**config.mk**
```make
export PLATFORM = sky130hd
export DESIGN_NAME = rf_scoreboard_flat
export DESIGN_NICKNAME = d
export VERILOG_FILES = /design/src/rtl/rf_scoreboard_if.sv /design/src/rtl/rf_scoreboard.sv /design/src/flat_wrapper.sv
export SDC_FILE = /design/constraint.sdc
export NUM_CORES = 1
export LEC_CHECK = 0
export ABC_CLOCK_PERIOD_IN_PS = 9350
export CELL_PAD_IN_SITES_DETAIL_PLACEMENT = 0
export CELL_PAD_IN_SITES_GLOBAL_PLACEMENT = 2
export CORE_UTILIZATION = 32
export CTS_BUF_LIST = sky130_fd_sc_hd__clkbuf_2 sky130_fd_sc_hd__clkbuf_4 sky130_fd_sc_hd__clkbuf_8
export DETAILED_ROUTE_END_ITERATION = 6
export GPL_TIMING_DRIVEN = 0
export PLACE_DENSITY = 0.93
export SYNTH_ARGS = -nofsm -noshare
export SYNTH_HDL_FRONTEND = slang
export SYNTH_SLANG_ARGS = --single-unit
```
**constraint.sdc**
```tcl
create_clock -name clk -period 9.35 [get_ports clk]
set_input_delay 2.805 -clock clk [delete_from_list [all_inputs] [get_ports clk]]
set_output_delay 2.805 -clock clk [all_outputs]
set_load 0.01 [all_outputs]
```
**src/rtl/rf_scoreboard_if.sv**
```systemverilog
// rf_scoreboard_if: ID-stage hazard query, issue and
// long-latency writeback bundle for the register scoreboard.
interface rf_scoreboard_if #(
   parameter int CNT_W = 3
);
   logic             id_valid_i;
   logic [4:0]       id_rs1_i;
   logic             id_rs1_used_i;
   logic [4:0]       id_rs2_i;
   logic             id_rs2_used_i;
   logic [4:0]       id_rd_i;
   logic             id_rf_en_i;
   logic             id_long_lat_i;
   logic             issue_i;
   logic             flush_i;
   logic             wb_valid_i;
   logic [4:0]       wb_rd_i;
   logic             stall_o;
   logic [31:0]      busy_o;
   logic [CNT_W-1:0] outstanding_o;
   logic             full_o;
   logic             err_o;
   logic [31:0]      stall_cycles_o;

   modport master (
      output id_valid_i, id_rs1_i, id_rs1_used_i,
      output id_rs2_i, id_rs2_used_i,
      output id_rd_i, id_rf_en_i, id_long_lat_i,
      output issue_i, flush_i, wb_valid_i, wb_rd_i,
      input  stall_o, busy_o, outstanding_o,
      input  full_o, err_o, stall_cycles_o
   );

   modport slave (
      input  id_valid_i, id_rs1_i, id_rs1_used_i,
      input  id_rs2_i, id_rs2_used_i,
      input  id_rd_i, id_rf_en_i, id_long_lat_i,
      input  issue_i, flush_i, wb_valid_i, wb_rd_i,
      output stall_o, busy_o, outstanding_o,
      output full_o, err_o, stall_cycles_o
   );
endinterface

```
**src/rtl/rf_scoreboard.sv**
```systemverilog
// rf_scoreboard: busy bits for long-latency producers,
// RAW/WAW/capacity stall for ID, and outstanding count.
module rf_scoreboard #(
   parameter int MAX_OUTSTANDING = 4,
   parameter int CNT_W = $clog2(MAX_OUTSTANDING + 1)
) (
   input logic           clk,
   input logic           arst_n,
   rf_scoreboard_if.slave sb
);

   logic [31:0]      busy_q;
   logic [CNT_W-1:0] cnt_q;
   logic             err_q;
   logic [31:0]      stall_cnt_q;

   logic [31:0] clr_vec;
   logic [31:0] set_vec;
   logic [31:0] eff_busy;
   logic        wb_hit;
   logic        wb_bad;
   logic        rd_nz;
   logic        full;
   logic        raw1;
   logic        raw2;
   logic        waw;
   logic        cap;
   logic        stall;
   logic        set_en;
   logic        bad_issue;

   assign full = (cnt_q == CNT_W'(MAX_OUTSTANDING));
   assign rd_nz = (sb.id_rd_i != 5'd0);

   // Writeback match; busy[0] is never set, so x0 never hits.
   always_comb begin
      clr_vec = '0;
      wb_hit  = sb.wb_valid_i & busy_q[sb.wb_rd_i];
      wb_bad  = sb.wb_valid_i & ~wb_hit;
      if (wb_hit) clr_vec[sb.wb_rd_i] = 1'b1;
      eff_busy = busy_q & ~clr_vec;
   end

   // Hazards see writebacks of this cycle as already done.
   always_comb begin
      raw1 = sb.id_rs1_used_i & eff_busy[sb.id_rs1_i];
      raw2 = sb.id_rs2_used_i & eff_busy[sb.id_rs2_i];
      waw  = sb.id_rf_en_i & eff_busy[sb.id_rd_i];
      cap  = sb.id_long_lat_i & sb.id_rf_en_i & rd_nz
           & full & ~wb_hit;
      stall = sb.id_valid_i & ~sb.flush_i
            & (raw1 | raw2 | waw | cap);
      bad_issue = sb.issue_i & stall;
      set_en = sb.issue_i & sb.id_valid_i & ~sb.flush_i
             & ~stall & sb.id_rf_en_i
             & sb.id_long_lat_i & rd_nz;
      set_vec = '0;
      if (set_en) set_vec[sb.id_rd_i] = 1'b1;
   end

   // Busy bits: set wins over a same-register clear.
   always_ff @(posedge clk or negedge arst_n) begin
      if (!arst_n) begin
         busy_q <= '0;
      end else begin
         busy_q <= ((busy_q & ~clr_vec) | set_vec)
                 & ~32'h1;
      end
   end

   // Outstanding count: set and clear together cancel.
   always_ff @(posedge clk or negedge arst_n) begin
      if (!arst_n) begin
         cnt_q <= '0;
      end else begin
         case ({set_en, wb_hit})
            2'b10:   cnt_q <= cnt_q + 1'b1;
            2'b01:   cnt_q <= cnt_q - 1'b1;
            default: cnt_q <= cnt_q;
         endcase
      end
   end

   // Sticky protocol error.
   always_ff @(posedge clk or negedge arst_n) begin
      if (!arst_n) begin
         err_q <= 1'b0;
      end else if (wb_bad | bad_issue) begin
         err_q <= 1'b1;
      end
   end

   // Saturating stall cycle counter.
   always_ff @(posedge clk or negedge arst_n) begin
      if (!arst_n) begin
         stall_cnt_q <= '0;
      end else if (stall && (stall_cnt_q != '1)) begin
         stall_cnt_q <= stall_cnt_q + 32'd1;
      end
   end

   assign sb.stall_o        = stall;
   assign sb.busy_o         = busy_q;
   assign sb.outstanding_o  = cnt_q;
   assign sb.full_o         = full;
   assign sb.err_o          = err_q;
   assign sb.stall_cycles_o = stall_cnt_q;

endmodule
```
**src/flat_wrapper.sv**
```systemverilog
// flat-port wrapper written by rule: the top's interface ports become plain ports
module rf_scoreboard_flat 
#(
   parameter int MAX_OUTSTANDING = 4,
   parameter int CNT_W = $clog2(MAX_OUTSTANDING + 1)
)
  (clk, arst_n, sb_id_valid_i, sb_id_rs1_i, sb_id_rs1_used_i, sb_id_rs2_i, sb_id_rs2_used_i, sb_id_rd_i, sb_id_rf_en_i, sb_id_long_lat_i, sb_issue_i, sb_flush_i, sb_wb_valid_i, sb_wb_rd_i, sb_stall_o, sb_busy_o, sb_outstanding_o, sb_full_o, sb_err_o, sb_stall_cycles_o);
  rf_scoreboard_if #(.CNT_W(CNT_W)) sb_i ();
  input logic clk;
  input logic arst_n;
  input wire logic [$bits(sb_i.id_valid_i)-1:0] sb_id_valid_i;
  input wire logic [$bits(sb_i.id_rs1_i)-1:0] sb_id_rs1_i;
  input wire logic [$bits(sb_i.id_rs1_used_i)-1:0] sb_id_rs1_used_i;
  input wire logic [$bits(sb_i.id_rs2_i)-1:0] sb_id_rs2_i;
  input wire logic [$bits(sb_i.id_rs2_used_i)-1:0] sb_id_rs2_used_i;
  input wire logic [$bits(sb_i.id_rd_i)-1:0] sb_id_rd_i;
  input wire logic [$bits(sb_i.id_rf_en_i)-1:0] sb_id_rf_en_i;
  input wire logic [$bits(sb_i.id_long_lat_i)-1:0] sb_id_long_lat_i;
  input wire logic [$bits(sb_i.issue_i)-1:0] sb_issue_i;
  input wire logic [$bits(sb_i.flush_i)-1:0] sb_flush_i;
  input wire logic [$bits(sb_i.wb_valid_i)-1:0] sb_wb_valid_i;
  input wire logic [$bits(sb_i.wb_rd_i)-1:0] sb_wb_rd_i;
  output wire logic [$bits(sb_i.stall_o)-1:0] sb_stall_o;
  output wire logic [$bits(sb_i.busy_o)-1:0] sb_busy_o;
  output wire logic [$bits(sb_i.outstanding_o)-1:0] sb_outstanding_o;
  output wire logic [$bits(sb_i.full_o)-1:0] sb_full_o;
  output wire logic [$bits(sb_i.err_o)-1:0] sb_err_o;
  output wire logic [$bits(sb_i.stall_cycles_o)-1:0] sb_stall_cycles_o;
  assign sb_i.id_valid_i = sb_id_valid_i;
  assign sb_i.id_rs1_i = sb_id_rs1_i;
  assign sb_i.id_rs1_used_i = sb_id_rs1_used_i;
  assign sb_i.id_rs2_i = sb_id_rs2_i;
  assign sb_i.id_rs2_used_i = sb_id_rs2_used_i;
  assign sb_i.id_rd_i = sb_id_rd_i;
  assign sb_i.id_rf_en_i = sb_id_rf_en_i;
  assign sb_i.id_long_lat_i = sb_id_long_lat_i;
  assign sb_i.issue_i = sb_issue_i;
  assign sb_i.flush_i = sb_flush_i;
  assign sb_i.wb_valid_i = sb_wb_valid_i;
  assign sb_i.wb_rd_i = sb_wb_rd_i;
  assign sb_stall_o = sb_i.stall_o;
  assign sb_busy_o = sb_i.busy_o;
  assign sb_outstanding_o = sb_i.outstanding_o;
  assign sb_full_o = sb_i.full_o;
  assign sb_err_o = sb_i.err_o;
  assign sb_stall_cycles_o = sb_i.stall_cycles_o;
  rf_scoreboard #(.MAX_OUTSTANDING(MAX_OUTSTANDING), .CNT_W(CNT_W)) u_core (.clk(clk), .arst_n(arst_n), .sb(sb_i));
endmodule
```
==> impl_metrics.csv <==
group,metric,value,unit
run_status,status,"finished, final reports clean",
yosys,synthArstFlopShare,100,%
route,drc,0,
placement,gp_congestion,0.944,
grt,antenna_found_initial,0,
final_layout,diodes,0,
grt,grt_pass1_wl,32800,um
timing,hold_ws,470,ps
yosys,ys_seq_area_share,32.1,%
route,drt_iter0_markers,597,
yosys,syn_area,0.00523,mm^2
yosys,avgSynthCellArea,8.42,um^2
timing,setup_viol,0,
yosys,synthCells,621,
critical_path,end_kind,"primary output",
timing,fmaxAchievable,0.110,GHz
floorplan,start_util,32.8,%
floorplan,dieArea,0.0169,mm^2
floorplan,fp.coreArea,0.0159,mm^2
timing,layout_min_cycle_time,9130,ps
yosys,ys_seq_elements,67,
final_layout,multiInputGateArea,0.00336,mm^2
clock_tree,clock_path_buffers,2,
final_layout,drive_gt1_share,11.2,%
grt,grt_max_degree,68,
critical_path,path_class,"primary input to primary output",
yosys,ys_warn_count,0,
floorplan,die_h,130,um
power,p_per_area,117,mW/mm^2
timing,worst_slack,222,ps
timing,min_period_over_period,97.6,%
critical_path,worstPathRequired,6550,ps
placement,io_buffers,93,
route,dr.pass1.iters,7,
worst_hold_path,hold_path.class,"flop to flop",
timing,worst_pin_slew,1140,ps
floorplan,rows,46,
clock_tree,clkTransAtPathRegs,70,ps
worst_hold_path,hold_path_depth,1,
route,wl_per_cell,22.4,um
timing,hold_viol,0,
timing,slew_headroom,23.7,%
final_layout,utilization,42.4,%
power,ir_drop,123,uV
clock_tree,cts_htree_levels,3,
critical_path,start_kind,"primary input",
clock_tree,cts_sinks,67,
grt,grt_pass1_vias,5720,
yosys,synth_cell_type_count,78,
critical_path,ff2ff_setup_slack,4590,ps
route,vias,5812,
clock_tree,holdBufCountCts,0,
placement,dp_hpwl,15900,um
yosys,syn_nets,654,
route,drt_wl_total,21400,um
timing,rsz0062_at_grt,"false",
placement,place_ws,-1390,ps
route,antenna_left,0,
grt,grtUsageTotal,25.8,%
timing,slew_viol_final,0,
clock_tree,clock_latency,350,ps
final_layout,fill_cells,1611,
critical_path,r2r_cells,19,
yosys,ys.flop_type,"dfrtp_1",
final_layout,nets,767,
clock_tree,cts_tree,"yes",
flow_run,maxCapViolCount,0,
clock_tree,cts-root-buf,"clkbuf_8",
floorplan,io_pins,100,
final_layout,seq_area,0.00168,mm^2
floorplan,fp.dieW,130,um
grt,overflow,0,
critical_path,arrival,6320,ps
final_layout,synthToLayoutAreaGrowth,29.2,%
yosys,synth_edf_count,0,
critical_path,cp_max_fo,10,
power,p_leak,2.53,nW
route,vias_per_cell,6.09,
power,power,0.793,mW
timing,fin_skew,7.62,ps
clock_tree,numCtsBuffers,9,
==> report_power, final <==
part / total (mW) / switching (mW) / leakage [nW] / internal (mW)
clock: 0.213 / 0.117 / 0.0853 / 0.0967
combinational: 0.240 / 0.135 / 1.53 / 0.105
sequential: 0.339 / 0.0290 / 0.915 / 0.310
total: 0.793 / 0.281 / 2.53 / 0.512
==> metal layers <==
metal	vias to the layer above	share of wire [%]	track usage (%)
met3	91	11	6.56
met1	2770	40	32.9
met4	0	6.2	15.5
li1	2561	-	-
met2	390	42	39.4
met5	-	0	0
==> worst paths after layout <==
path	from	end
min in group asynchronous	arst_n	u_core.sb.stall_cycles_o[15]$_DFFE_PN0P_
max in group asynchronous	arst_n	u_core.sb.err_o$_DFFE_PN0P_
hold reg to reg	u_core.sb.err_o$_DFFE_PN0P_	u_core.sb.err_o$_DFFE_PN0P_
setup / recovery	sb_wb_rd_i[3]	sb_stall_o
setup reg to reg	u_core.sb.busy_o[4]$_DFF_PN0_	u_core.sb.outstanding_o[2]$_DFFE_PN0P_
hold / removal	u_core.sb.err_o$_DFFE_PN0P_	u_core.sb.err_o$_DFFE_PN0P_
==> logic make-up (layout without fill, tap and decap cells) <==
family / count (synthesis) / count (layout) / share of synthesized area, %
multiplexers: 34 / 34 / 7.18
buffers and inverters: 59 / 176 / 5.17
XOR/XNOR: 38 / 38 / 6.37
AND/OR/NAND/NOR: 256 / 256 / 25.9
other: 1 / 1 / 0.0717
AO/OA/AOI/OAI: 163 / 163 / 22.4
flip-flops: 67 / 67 / 32.1
adder cells (fa/ha/maj): 3 / 3 / 0.861
==> sequential cells by signal (all words and copies together) (netlist names) <==
| signal | cells |
|---|---|
| u_core.sb.busy_o | 31 |
| u_core.sb.err_o | 1 |
| u_core.sb.outstanding_o | 3 |
| u_core.sb.stall_cycles_o | 32 |
==> worst max-delay path: stages <==
cell           delay (ps)
dlygate4sd2_1         260
buf_6                 140
or3b_1                360
buf_6                 140
o22ai_4               180
o31ai_4                80
and4_1                230
buf_6                 150
buf_8                 150
or4_1                 500
o211ai_1              120
a311oi_2               60
o41ai_2               480
nand3_1               220
buf_6                 170
and2_1                140
clkbuf_2              120
==> what timing repair did <==
item                       in CTS  in global routing
gates resized for setup        17                 14
buffers inserted                7                  4
setup endpoints to repair       1                  1
pin swaps                       5                  4
==> cell type report <==
type / instances / share of cell area, %
timing repair buffer: 104 / 14.9
clock buffer: 10 / 1.94
multi-input combinational: 495 / 49.7
buffer: 46 / 3.61
sequential: 67 / 24.8
tap: 216 / 4.00
clock inverter: 5 / 0.463
inverter: 11 / 0.611
==> per-stage QoR <==
| step | setup TNS [ps] | area (um^2) | instances |
|---|---|---|---|
| after floorplan | 0 | 5230 | 621 |
| after global placement | -1420 | 6430 | 930 |
| after detailed placement | -1390 | 6430 | 930 |
| after CTS | 0 | 6690 | 950 |
| after global routing | 0 | 6760 | 954 |
| final | 0 | 6760 | 954 |
==> cell usage after synthesis, drive strengths merged, types with 5 or more instances <==
cell type  instances  share of area, %
o21bai             7               1.1
a21oi             16               1.5
buf               17               2.2
a31oi             14               1.7
mux2i             24               4.6
clkbuf            31               2.2
o41ai              6               1.1
nor3              18               1.7
nand3             35               3.4
o31a               7               1.2
dfrtp             67                32
and3              16               1.9
xnor2             34               5.7
nand2b            10               1.2
o32ai              6               1.0
o21ai             48               4.9
nand3b             9               1.3
nand2             60               4.3
nand4             16               1.9
and2               5              0.60
nor4               5              0.60
o31ai             10               1.6
nor2              38               2.7
nor2b              8              0.96
or3                9               1.1
inv               11              0.79
mux2               8               1.7
nor3b              7               1.0
==> cells in the final DEF, fill, tap and decap left out, types with 4 or more instances in the layout <==
cell type and n:
clkdlybuf4s50_1 90, a21oi_1 16, xnor2_1 34, buf_4 14
o21bai_1 5, nor3b_1 6, o31ai_1 7, a2111oi_0 4
xor2_1 4, nor2b_1 8, o41ai_1 4, nand4_1 16
buf_6 5, buf_2 7, nand3_1 35, o21ai_0 23
nor4_1 5, clkbuf_1 26, o21ai_2 4, nand2b_1 10
a31oi_1 14, o32ai_1 5, o31a_1 7, nand3b_1 9
nor2_1 36, and2_1 5, o21ai_1 21, nor3_1 17
inv_1 10, and3_1 16, dfrtp_1 67, nand2_1 60
mux2i_1 24, clkbuf_8 9, or3_1 9, o311a_1 4
mux2_2 8
Power figures use the tool's default switching activity.
==> edit 1: new RTL, config.mk and constraints unchanged <==
Make the reset (`arst_n`) synchronous in 4 clocked blocks.
--- a/src/rtl/rf_scoreboard.sv
+++ b/src/rtl/rf_scoreboard.sv
@@ -59,7 +59,7 @@
    end
 
    // Busy bits: set wins over a same-register clear.
-   always_ff @(posedge clk or negedge arst_n) begin
+   always_ff @(posedge clk) begin
       if (!arst_n) begin
          busy_q <= '0;
       end else begin
@@ -69,7 +69,7 @@
    end
 
    // Outstanding count: set and clear together cancel.
-   always_ff @(posedge clk or negedge arst_n) begin
+   always_ff @(posedge clk) begin
       if (!arst_n) begin
          cnt_q <= '0;
       end else begin
@@ -82,7 +82,7 @@
    end
 
    // Sticky protocol error.
-   always_ff @(posedge clk or negedge arst_n) begin
+   always_ff @(posedge clk) begin
       if (!arst_n) begin
          err_q <= 1'b0;
       end else if (wb_bad | bad_issue) begin
@@ -91,7 +91,7 @@
    end
 
    // Saturating stall cycle counter.
-   always_ff @(posedge clk or negedge arst_n) begin
+   always_ff @(posedge clk) begin
       if (!arst_n) begin
          stall_cnt_q <= '0;
       end else if (stall && (stall_cnt_q != '1)) begin
Behaviour: differs if arst_n is asserted again (counterexample within 4 cycles, from zero or initial values and one cycle with arst_n low); with arst_n held inactive, the same outputs for 4 cycles.
==> edit 1 against the unedited design <==
Wire length up 5.3%; sequential cell count unchanged; synthesized area down 3.1%; non-clock buffer count up 16; first-iteration DRC count down 5.9%; setup slack worse by 190 ps; count of clock-buffer cells in the layout up 1; register-to-register slack worse by 290 ps; power down 12%; design area up 2.2%; clock skew up 4.2 ps; sequential share of layout area down 5.4 points; largest cell class unchanged.
==> edit 1: results (changes against the unedited design) <==
Synth
  – Post-Syn Nets: 668 (+2.1%)
  – Mean Syn Cell Area: 7.98 µm² (-5.2%)
  – Mux contribution to synthesized area: 11.0% (+3.8 points)
  – Synth async-reset ratio: 0% (-100 points)
  – Synth Area in Adders: 0.889% (+0.027 points)
  – Ys flop type: dfxtp_1
  – Synth unique cells: 78 (unchanged)
  – Post-synthesis compound-gate area fraction: 25.7% (+3.3 points)
  – XOR/XNOR Fraction of Synth Area: 0.691% (-5.7 points)
  – Sequential area share after synthesis: 26.5% (-5.6 points)
  – Most frequent cells after synthesis: nand2_1, dfxtp_1, mux2i_1, nand2b_1, clkbuf_1

Placed design
  – DP Worst Slack: -1360 ps (+33.7 ps)
  – Cell count after placement: 939 (+0.97%)
  – Gpl congestion: 1.02 (+8.3%)
  – Area after DPL: 0.00626 mm² (-2.6%)
  – HPWL Detailed: 16500 µm (+3.8%)

Power
  – Max rail drop VDD: 67.9 µV (-45%)
  – Static Leak: 0.00245 µW (-2.9%)

Global route
  – M2 GR Usage: 43.9% (+4.5 points)
  – Largest net degree at the start of global routing: 13 (-81%)
  – First-pass GRT wire length: 33300 µm (+1.7%)
  – Met1 usage: 33.0% (+0.13 points)
  – Tot GR Track Use: 27.2% (+1.4 points)
  – Number of global-route vias before repair: 5693 (-0.47%)
  – Met3 Use GR: 5.88% (-0.68 points)

Worst hold path
  – Hold Crit Depth: 2 (+1)
  – Hold Path End: u_core.sb.stall_cycles_o[15]
  – Hold path start: u_core.sb.stall_cycles_o[15]

Cells and area
  – Layout cell share with drive strength beyond 1: 15.2% (+3.9 points)
  – Final net count: 793 (+3.4%)
  – Fill cells: 1540 (-4.4%)
  – Area growth syn-to-layout: 36.3%

Drt
  – Routed wire per std cell: 23.1 µm (+2.9%)
  – Post-DRT Antenna Nets: 0 (unchanged)
  – WL final: 22500 µm (+5.3%)
  – WL met3: 2180 µm (-7.1%)
  – Vias: 5990 (+3.1%)
  – Detailed Routing Iterations Pass 1: 5 (-2)
  – Met2 WL post-DR: 10000 µm (+11%)
  – 1st-iter DRT viols: 562 (-5.9%)

Floorplanning
  – Die area: 0.0163 mm² (-3.0%)

Worst setup path
  – Critical path arrival: 6520 ps (+200 ps)
  – Crit path max-delay cell type: or3_4
  – Critical Path Fanout Max: 10 (unchanged)
  – Worst reg2reg path startpoint: u_core.sb.busy_o[20]
  – Top delay family on crit path: compound AO/OA/AOI/OAI gates
  – R2R setup slack: 4300 ps (-290 ps)
  – Critical path's largest stage delay: 430 ps (-70 ps)
  – Reg2reg end: u_core.sb.outstanding_o[2]

STA
  – Period utilization: 99.7% (+2.1 points)
  – Worst-margin pin slew: 881 ps (-255 ps)
  – Setup Skew: 11.8 ps (+4.17 ps)
  – Hold Slack: 487 ps (+16.7 ps)

Clocking
  – Post_cts resized: 44 (+27)
  – Latest clock arrival within the worst-skew pair: 380 ps (+30 ps)
  – Setup repair bufs after CTS: 16 (+9)
  – TritonCTS buffer count: 9 (unchanged)

Status
  – Status: finished clean
[edit 1: cell types whose count changed after synthesis, sizes merged, moves of 13 or more]
cell and change:
dfrtp -67, dfxtp +67, mux2i +13, nand2b +23
o21ai -27, xnor2 -32
[edit 1: logic make-up after synthesis]
logic type,after synthesis
simple gates,274
mux,47
buf+inv,69
compound gates,170
other cells,1
fa+ha+maj,3
xor+xnor,4
flops,67
[edit 1: power groups by stage]
stage	clock network, µW	logic (µW)	registers, µW
3_3_place_gp	0	104	295
2_1_floorplan	0	62.1	295
3_5_place_dp	0	104	295
4_1_cts	294	113	288
5_1_grt	305	127	288
6_report	290	120	288
[edit 1: final cells by class]
class,count,share of cell area (%)
inverter,17,0.924
timing repair buffer,117,16.0
tap,211,3.82
clock inverter,5,1.23
sequential,67,19.4
buffer,49,4.00
multi-input combinational,499,52.4
clock buffer,11,2.19
==> edit 2: new RTL, config.mk and constraints unchanged <==
Made on the original files. `MAX_OUTSTANDING` is set to 4 in 2 places; all go to 2.
--- a/src/rtl/rf_scoreboard.sv
+++ b/src/rtl/rf_scoreboard.sv
@@ -1,7 +1,7 @@
 // rf_scoreboard: busy bits for long-latency producers,
 // RAW/WAW/capacity stall for ID, and outstanding count.
 module rf_scoreboard #(
-   parameter int MAX_OUTSTANDING = 4,
+   parameter int MAX_OUTSTANDING = 2,
    parameter int CNT_W = $clog2(MAX_OUTSTANDING + 1)
 ) (
    input logic           clk,
--- a/src/flat_wrapper.sv
+++ b/src/flat_wrapper.sv
@@ -1,7 +1,7 @@
 // flat-port wrapper written by rule: the top's interface ports become plain ports
 module rf_scoreboard_flat 
 #(
-   parameter int MAX_OUTSTANDING = 4,
+   parameter int MAX_OUTSTANDING = 2,
    parameter int CNT_W = $clog2(MAX_OUTSTANDING + 1)
 )
   (clk, arst_n, sb_id_valid_i, sb_id_rs1_i, sb_id_rs1_used_i, sb_id_rs2_i, sb_id_rs2_used_i, sb_id_rd_i, sb_id_rf_en_i, sb_id_long_lat_i, sb_issue_i, sb_flush_i, sb_wb_valid_i, sb_wb_rd_i, sb_stall_o, sb_busy_o, sb_outstanding_o, sb_full_o, sb_err_o, sb_stall_cycles_o);
Ports: changed (resized sb_outstanding_o); port bits go from 100 to 99. No check against the original RTL was run, so the function may have changed too.
==> edit 2 against the unedited design <==
The run now ends with DRC left; sequential cell count fell by 1; setup slack got worse by 110 ps; power rose by 4.7%; count of clock-buffer cells in the layout unchanged; wire length shrank 2.5%; worst hold slack better by 27 ps; synthesized area fell by 4.4%; utilization shrank 0.23 points; design area is 5.2% lower; critical endpoint unchanged; largest cell class unchanged; largest power group unchanged.
==> edit 2: results (changes against the unedited design) <==
Cells and area
  – Layout cell share with drive strength beyond 1: 9.80% (-1.4 points)
  – Multi-input gate share of the layout cell area: 48.4% (-1.3 points)
  – NonClk Buf Share: 18.0% (-0.50 points)
  – Final net count: 721 (-6.0%)
  – Clock-cell share: 3.46% (+1.0 points)
  – Logic inverters: 12 (+1)
  – Seq/total area: 25.8% (+0.96 points)
  – Post-route cell area: 0.00641 mm² (-5.2%)
  – Fill cells: 1521 (-5.6%)

Global route
  – Largest net degree at the start of global routing: 67 (-1.5%)
  – Number of global-route vias before repair: 5510 (-3.7%)
  – First-pass GRT wire length: 32200 µm (-1.9%)

Clocking
  – Setup repair bufs after CTS: 1 (-6)
  – Latest clock arrival within the worst-skew pair: 380 ps (+30 ps)

Power
  – Sequential share of power: 40.7% (-2.1 points)
  – Power Density: 130 mW/mm² (+10%)
  – Max rail drop VDD: 67.8 µV (-45%)
  – Switching Share: 33.3% (-2.1 points)
  – Clk. pwr: 278 µW (+31%)
  – Static Leak: 0.00243 µW (-3.7%)

Synth
  – Sequential area share after synthesis: 33.0% (+0.98 points)
  – Most frequent cells after synthesis: dfrtp_1, nand2_1, o31ai_1, nor2_1, xnor2_1
  – Mean Syn Cell Area: 8.51 µm² (+1.1%)
  – Mux contribution to synthesized area: 6.31% (-0.87 points)
  – Synth Area in Adders: 0.501% (-0.36 points)
  – Seq cells post-synth: 66 (-1.5%)
  – Post-synthesis compound-gate area fraction: 22.5% (+0.11 points)

Placed design
  – Cell count after placement: 864 (-7.1%)
  – Area after DPL: 0.00612 mm² (-4.8%)

Floorplanning
  – Die area: 0.0161 mm² (-4.4%)

Worst setup path
  – Critical path arrival: 6430 ps (+110 ps)
  – Critical path's largest stage delay: 530 ps (+30 ps)
  – Crit path max-delay cell type: o21ai_1

Status
  – Status: finished, violations left
  – Violated checks: DRC

STA
  – Worst-margin pin slew: 862 ps (-273 ps)

Drt
  – 1st-iter DRT viols: 786 (+32%)
  – WL final: 20900 µm (-2.5%)
  – Vias: 5604 (-3.6%)
  – Residual DRC count: 5 (+5)
edit 2: cell count changes after synthesis, sizes merged, moves of 6 or more:
cell,before,now
nand2,60,42
buf,17,23
o21ai,48,36
a21oi,16,7
mux2i,24,18
o31ai,10,39
edit 2: final timing paths:
kind	from	endpoint	slack, ps
worst min register to register	u_core.sb.stall_cycles_o[27]	u_core.sb.stall_cycles_o[27]	500
min in group asynchronous	arst_n	u_core.sb.busy_o[26]	2520
worst min-delay path	u_core.sb.stall_cycles_o[27]	u_core.sb.stall_cycles_o[27]	500
worst max-delay path	sb_wb_rd_i[1]	sb_stall_o	110
worst max register to register	u_core.sb.busy_o[11]	u_core.sb.outstanding_o[1]	5240
max in group asynchronous	arst_n	u_core.sb.busy_o[1]	6250
edit 2: per-layer routing:
layer  share of wire (%)  GRT usage, %
met5                   0             0
met4                 3.7          12.5
met3                 9.9          4.60
met2                  43          39.5
met1                  43          37.1
